==> src/rtl/fetch_decode_queue.sv <==
// fetch_decode_queue: circular instruction queue between fetch and decode.
// Holds {instr, pc} pairs and presents the oldest one to decode through a
// valid/ready handshake. A flush (taken branch, jal, jalr) or reset empties it.
// With no valid head, all data outputs are zero, so the opcode seen by the
// decoder is 7'b0000000 and the decoder selects its all-zero control word.
// Optional feature: define IFQ_BYPASS_EN for a zero-latency path from fetch
// to decode while the queue is empty.
module fetch_decode_queue #(
   parameter int DEPTH = 4,
   parameter int XLEN  = 32
) (
   input  logic                     clk,
   input  logic                     reset,
   input  logic                     flush,
   input  logic                     in_valid,
   output logic                     in_ready,
   input  logic [XLEN-1:0]          in_instr,
   input  logic [XLEN-1:0]          in_pc,
   output logic                     out_valid,
   input  logic                     out_ready,
   output logic [XLEN-1:0]          out_instr,
   output logic [XLEN-1:0]          out_pc,
   output logic [XLEN-1:0]          out_pc_plus4,
   output logic [6:0]               out_op,
   output logic [$clog2(DEPTH):0]   count
);

   localparam int AW = $clog2(DEPTH);
   localparam int CW = AW + 1;
   localparam logic [CW-1:0] C_FULL = CW'(DEPTH);
   localparam logic [CW-1:0] C_ZERO = {CW{1'b0}};
   localparam logic [CW-1:0] C_ONE  = CW'(1'b1);
   localparam logic [AW-1:0] P_ZERO = {AW{1'b0}};
   localparam logic [AW-1:0] P_ONE  = AW'(1'b1);

   // Storage; contents are deliberately not reset, only pointers and count.
   logic [XLEN-1:0] r_mem_instr [DEPTH];
   logic [XLEN-1:0] r_mem_pc    [DEPTH];
   logic [AW-1:0]   r_wr_ptr;
   logic [AW-1:0]   r_rd_ptr;
   logic [CW-1:0]   r_count;

   logic            w_empty;
   logic            w_full;
   logic            w_bypass;
   logic            w_enq;
   logic            w_deq;
   logic [XLEN-1:0] w_head_instr;
   logic [XLEN-1:0] w_head_pc;

   // Handshake, bypass decision and head-of-queue output selection.
   always_comb begin
      w_empty      = (r_count == C_ZERO);
      w_full       = (r_count == C_FULL);
      w_bypass     = 1'b0;
      w_head_instr = {XLEN{1'b0}};
      w_head_pc    = {XLEN{1'b0}};
`ifdef IFQ_BYPASS_EN
      // Empty queue: hand the fetched entry straight to decode, unless the
      // pipeline is being flushed or reset this cycle.
      w_bypass     = w_empty && in_valid && !flush && !reset;
`else
      w_bypass     = 1'b0;
`endif
      in_ready     = !w_full;
      out_valid    = !w_empty || w_bypass;
      // A bypassed entry that decode takes immediately is never written.
      w_enq        = in_valid && !w_full && !(w_bypass && out_ready);
      w_deq        = !w_empty && out_ready;
      if (w_bypass) begin
         w_head_instr = in_instr;
         w_head_pc    = in_pc;
      end else if (!w_empty) begin
         w_head_instr = r_mem_instr[r_rd_ptr];
         w_head_pc    = r_mem_pc[r_rd_ptr];
      end else begin
         w_head_instr = {XLEN{1'b0}};
         w_head_pc    = {XLEN{1'b0}};
      end
      out_instr    = w_head_instr;
      out_pc       = w_head_pc;
      if (out_valid) begin
         out_pc_plus4 = w_head_pc + XLEN'(32'd4);
      end else begin
         out_pc_plus4 = {XLEN{1'b0}};
      end
      out_op       = w_head_instr[6:0];
      count        = r_count;
   end

   // Entry storage write; a write during flush/reset is harmless because the
   // pointers are cleared on the same edge and the slot is never read.
   always_ff @(posedge clk) begin
      if (w_enq) begin
         r_mem_instr[r_wr_ptr] <= in_instr;
         r_mem_pc[r_wr_ptr]    <= in_pc;
      end
   end

   // Pointer and occupancy update; reset and flush both empty the queue.
   always_ff @(posedge clk) begin
      if (reset) begin
         r_wr_ptr <= P_ZERO;
         r_rd_ptr <= P_ZERO;
         r_count  <= C_ZERO;
      end else if (flush) begin
         r_wr_ptr <= P_ZERO;
         r_rd_ptr <= P_ZERO;
         r_count  <= C_ZERO;
      end else begin
         if (w_enq) begin
            r_wr_ptr <= r_wr_ptr + P_ONE;
         end
         if (w_deq) begin
            r_rd_ptr <= r_rd_ptr + P_ONE;
         end
         case ({w_enq, w_deq})
            2'b10:   r_count <= r_count + C_ONE;
            2'b01:   r_count <= r_count - C_ONE;
            default: r_count <= r_count;
         endcase
      end
   end

endmodule

==> config.mk <==
export PLATFORM = sky130hd
export DESIGN_NAME = fetch_decode_queue
export DESIGN_NICKNAME = d
export VERILOG_FILES = /design/src/rtl/fetch_decode_queue.sv
export SDC_FILE = /design/constraint.sdc
export NUM_CORES = 1
export LEC_CHECK = 0
export ABC_CLOCK_PERIOD_IN_PS = 9200
export BUFFER_PORTS_ARGS = -buffer_cell sky130_fd_sc_hd__buf_2
export CAP_MARGIN = 10
export CORE_MARGIN = 1
export CORE_UTILIZATION = 30
export DETAILED_ROUTE_END_ITERATION = 8
export HOLD_SLACK_MARGIN = 0.15
export PLACE_DENSITY = 0.51
export SYNTH_ARGS = -nofsm -noshare
export SYNTH_HDL_FRONTEND = slang
export SYNTH_SLANG_ARGS = --single-unit
==> constraint.sdc <==
create_clock -name clk -period 9.2 [get_ports clk]
set_input_delay 1.84 -clock clk [delete_from_list [all_inputs] [get_ports clk]]
set_output_delay 1.84 -clock clk [all_outputs]
set_load 0.02 [all_outputs]
; ---- After elaboration in Yosys (flattened, before gate mapping)
; Memory sizes are Yosys's and may differ from the RTL's. A register that Yosys moved wholly into a read port is not among the register bits.
; Cells that the tools add are included.
[totals]
ff_bits = 7
latchBits = 0
word_cells = 30
romBits = 0
out_inout_bits = 108
ramBits = 256
mem_count = 2
[memory_table]
columns = memory, words, width, read_ports, rd_clocked_by_memory_dff, wr, line
row1 = r_mem_instr, 4, 32, 1, 1, 1, 37  ; logic [XLEN-1:0] r_mem_instr [DEPTH];
row2 = r_mem_pc, 4, 32, 1, 1, 1, 38  ; logic [XLEN-1:0] r_mem_pc [DEPTH];
[classes]
eq_ne = 3
reduce_logical = 7
n_mux = 10
bitwise_logic = 0
order_cmp = 0
mul = 0
div_mod_pow = 0
n_shift = 0
n_addsub = 5
[op_table]
columns = op, n
row1 = $mux W32, 3
row2 = $add A32 B3 Y32 const B, 1
row3 = $mux W2, 4
row4 = $pmux W3 S2, 1
row5 = $add A2 B1 Y2 const B, 2
row6 = $add A3 B1 Y3 const B, 1
row7 = $eq A3 B3 Y1 const B, 1
row8 = $logic_not A3 Y1, 1
row9 = $sub A3 B1 Y3 const B, 1
row10 = $eq A2 B1 Y1 const B, 1
row11 = $eq A2 B2 Y1 const B, 1
row12 = $logic_and A1 B1 Y1, 2
row13 = $logic_not A1 Y1, 2
row14 = $mux W1, 2
row15 = $reduce_bool A2 Y1, 1
row16 = $reduce_or A2 Y1, 1

; ---- Longest topological paths before layout
[logic_depth]
word_depth = 5
mapped_depth = 15

; ---- Least setup slack after synthesis
; Ideal clock, no wire load.
[synth_path]
path_kind = register to output
from = register with a tool-made name
to = output out_pc_plus4[28]
slack_ns = 3.197
arrival_time_ns = 4.163
path_stages_with_launch = 15
path_cell_list = dfxtp_1 buf_2 buf_2 buf_2 buf_2 clkbuf_1 clkbuf_1 o21ai_0 nor2_1 ha_1 nand3_1 nor4_4 nand3_2 or4_1 a21oi_1
[synth_lines]
columns = item, line
row1 = to (decl), 23  ; output logic [XLEN-1:0] out_pc_plus4,

==> flow_summary_export.csv <==
group,metric,value,unit
detailed_routing,drcViolationCount,0,
sta,tns,0,ns
clocking,post_cts_resized,0,
layout,final_common_cell,"edfxtp_1",
power_and_ir_drop,clkPwrFrac,42.3,%
min_path,hold_path_class,"reg -> reg",
grt,grt_antenna_before_repair,6,
detailed_routing,vias,6099,
worst_setup_path,worstRegToRegCells,11,
power_and_ir_drop,p_per_area,203,mW/mm^2
clocking,clkLatencyLatePin,0.56,ns
power_and_ir_drop,pwr-share-seq,49.6,%
run_status,outcome,"finished clean",
worst_setup_path,required,7.36,ns
synthesis,ys_seq_area_share,70.0,%
synthesis,synth-async-reset-ratio,0,%
detailed_routing,drtPass1Iterations,4,
grt,grt_pass1_vias,6405,
grt,grt_pass1_wl,39400,um
place,dp_hpwl,16400,um
detailed_routing,drtIter0Drc,271,
layout,nets,881,
min_path,min_from,"r_wr_ptr[1]",
floorplanning,core-area,0.0368,sq mm
power_and_ir_drop,p_total,2.76,mW
run,drv_cap,0,
sta,period_minus_slack,6.47,ns
sta,max_slew_margin,28.7,%
grt,grt_max_degree,69,
worst_setup_path,worstSetupEndpointType,"output port",
worst_setup_path,crit_arrival,4.63,ns
clocking,cts_root_buffer,"clkbuf_16",
layout,final_util,36.9,%
floorplanning,placementRows,70,
floorplanning,pin_count,177,
floorplanning,design.die.area,0.0383,sq mm
clocking,h-tree-depth,1,
synthesis,ys_seq_elements,265,
detailed_routing,routedWlPerCell,20.0,um
sta,finalHoldViolCount,0,
synthesis,syn_inst,626,
synthesis,synth_area_per_cell,18.0,sq um
synthesis,synth_edf_count,256,
worst_setup_path,start_kind,"flip-flop",
place,place_congestion,0.725,
layout,final_cell_mix,"edfxtp_1 (256), buf_2 (176), and2_1 (65), mux4_2 (55), nand2_1 (33)",
synthesis,synth_cell_type_count,44,
place,port_buffers,176,
worst_setup_path,worstSetupPathType,"reg -> out",
synthesis,netlist_area,0.0112,sq mm
sta,skew,0.0253,ns
power_and_ir_drop,vdd_drop_max,0.140,mV
power_and_ir_drop,p_switching,623,uW
layout,area_growth,20.6,%
layout,fillers,3472,
detailed_routing,drt-vias-per-instance,4.70,
clocking,cts_buffers,31,
sta,drv_slew,0,
power_and_ir_drop,power.leakage,4.71,nW
grt,gr-total-overflow,0,
layout,drive_gt1_share,36.7,%
floorplanning,die_h,196,um
sta,worstMarginPinSlew,1.07,ns
worst_setup_path,crit_fanout,46,
sta,fmax,154,MHz
clocking,clkTransAtPathRegs,0.06,ns
synthesis,ys.flop_type,"edfxtp_1",
synthesis,yosysWarnings,0,
grt,grt_usage,13.6,%
clocking,postCtsHoldBufs,0,
detailed_routing,ant_nets,0,
worst_setup_path,r2r-start,"count[0]",
clocking,tritoncts,"yes",
synthesis,syn-num-nets,702,
power_and_ir_drop,intPower,2.13,mW
sta,setup_viol,0,
clocking,cts_setup_buffers,0,
sta,period_share,70.4,%
power_and_ir_drop,combPwrFrac,8.1,%
clocking,clock_tree.buffer_depth,3,
worst_setup_path,reg2reg_setup_slack,6.16,ns
floorplanning,start_util,30.6,%
floorplanning,die_x,196,um
clocking,cts_sinks,265,
min_path,hold_depth,2,
power_and_ir_drop,swShare,22.6,%
detailed_routing,drt_wl_total,26000,um
sta,rsz0062_at_grt,"no",
## state kept, by name, indices dropped and copies added, names as in the netlist, named ones only
| register | flops |
|---|---|
| r_mem_pc | 128 |
| r_wr_ptr | 2 |
| count | 3 |
| r_rd_ptr | 2 |
| r_mem_instr | 128 |
## routing by layer
| metal | up-vias | track usage [%] | share of wire (%) |
|---|---|---|---|
| li1 | 2815 | - | - |
| met1 | 3077 | 17.7 | 44 |
| met2 | 155 | 22.2 | 47 |
| met3 | 46 | 3.83 | 6.6 |
| met4 | 6 | 3.47 | 2.2 |
| met5 | - | 0 | 0.13 |
## worst max-delay path, stage by stage, from the launching register on
cell and delay, ns:
dfxtp_4 0.85, buf_4 0.69, mux4_1 0.53, nand3_1 0.23, nor4_4 0.55, nand3_2 0.32, or4_1 0.57, a21oi_1 0.15
buf_2 0.18
## cells by family (layout without fill, tap and decap cells)
| kind of cell | Yosys count | after routing | synth area share [%] |
|---|---|---|---|
| xor gates and xnor gates | 24 | 24 | 1.87 |
| adders and majority gates | 7 | 7 | 0.846 |
| muxes | 72 | 72 | 14.0 |
| and+or+nand+nor | 179 | 179 | 8.98 |
| buffers and inverters | 48 | 248 | 2.30 |
| AOI/OAI and AO/OA | 31 | 31 | 1.99 |
| DFF | 265 | 265 | 70.0 |
| other | 0 | 3 | 0 |
## area by class of cell
| class | count | area (sq um) | share of cell area [%] |
|---|---|---|---|
| Inverter | 9 | 33.8 | 0.249 |
| Timing Repair Buffer | 185 | 948 | 6.99 |
| Clock inverter | 19 | 178 | 1.31 |
| Sequential cell | 265 | 7880 | 58.1 |
| Clock buffer | 35 | 791 | 5.83 |
| Multi-Input combinational cell | 313 | 3140 | 23.2 |
| Tap cell | 468 | 586 | 4.32 |
| Antenna cell | 3 | 7.51 | 0.0554 |
## final timing paths
check                     end
max          out_pc_plus4[28]
min               r_wr_ptr[1]
max reg2reg          count[2]
min reg2reg       r_wr_ptr[1]
## Yosys cell counts, types with 7 or more instances
| cell type | count | share of area [%] |
|---|---|---|
| clkbuf_1 | 16 | 0.53 |
| nand4_1 | 9 | 0.50 |
| xor2_1 | 17 | 1.3 |
| buf_2 | 8 | 0.36 |
| nor2_1 | 32 | 1.1 |
| buf_4 | 12 | 0.80 |
| o21ai_0 | 8 | 0.36 |
| mux4_1 | 10 | 2.3 |
| a21oi_1 | 13 | 0.58 |
| edfxtp_1 | 256 | 68 |
| nand2_1 | 33 | 1.1 |
| mux4_2 | 55 | 11 |
| nand3_1 | 8 | 0.36 |
| dfxtp_1 | 9 | 1.6 |
| inv_1 | 9 | 0.30 |
| xnor2_1 | 7 | 0.55 |
| and2_1 | 65 | 3.6 |
## power groups by stage
stage	logic, mW	registers, mW	clock network [mW]
6_report	0.222	1.37	1.17
5_1_grt	0.243	1.37	1.24
4_1_cts	0.229	1.37	1.20
2_1_floorplan	0.140	1.39	0
3_3_place_gp	0.227	1.39	0
3_5_place_dp	0.228	1.39	0
## per-stage QoR
step,hold WS [ns],setup slack [ns],cell area [sq um],instances
after global placement,0.505,3.11,12600,1240
after CTS,0.508,2.53,13600,1294
after detailed placement,0.500,3.13,12600,1240
final,0.502,2.73,13600,1297
after floorplan,0.469,3.20,11200,626
after global routing,0.539,2.23,13600,1294
No activity file was read; power rests on OpenSTA's default activity.
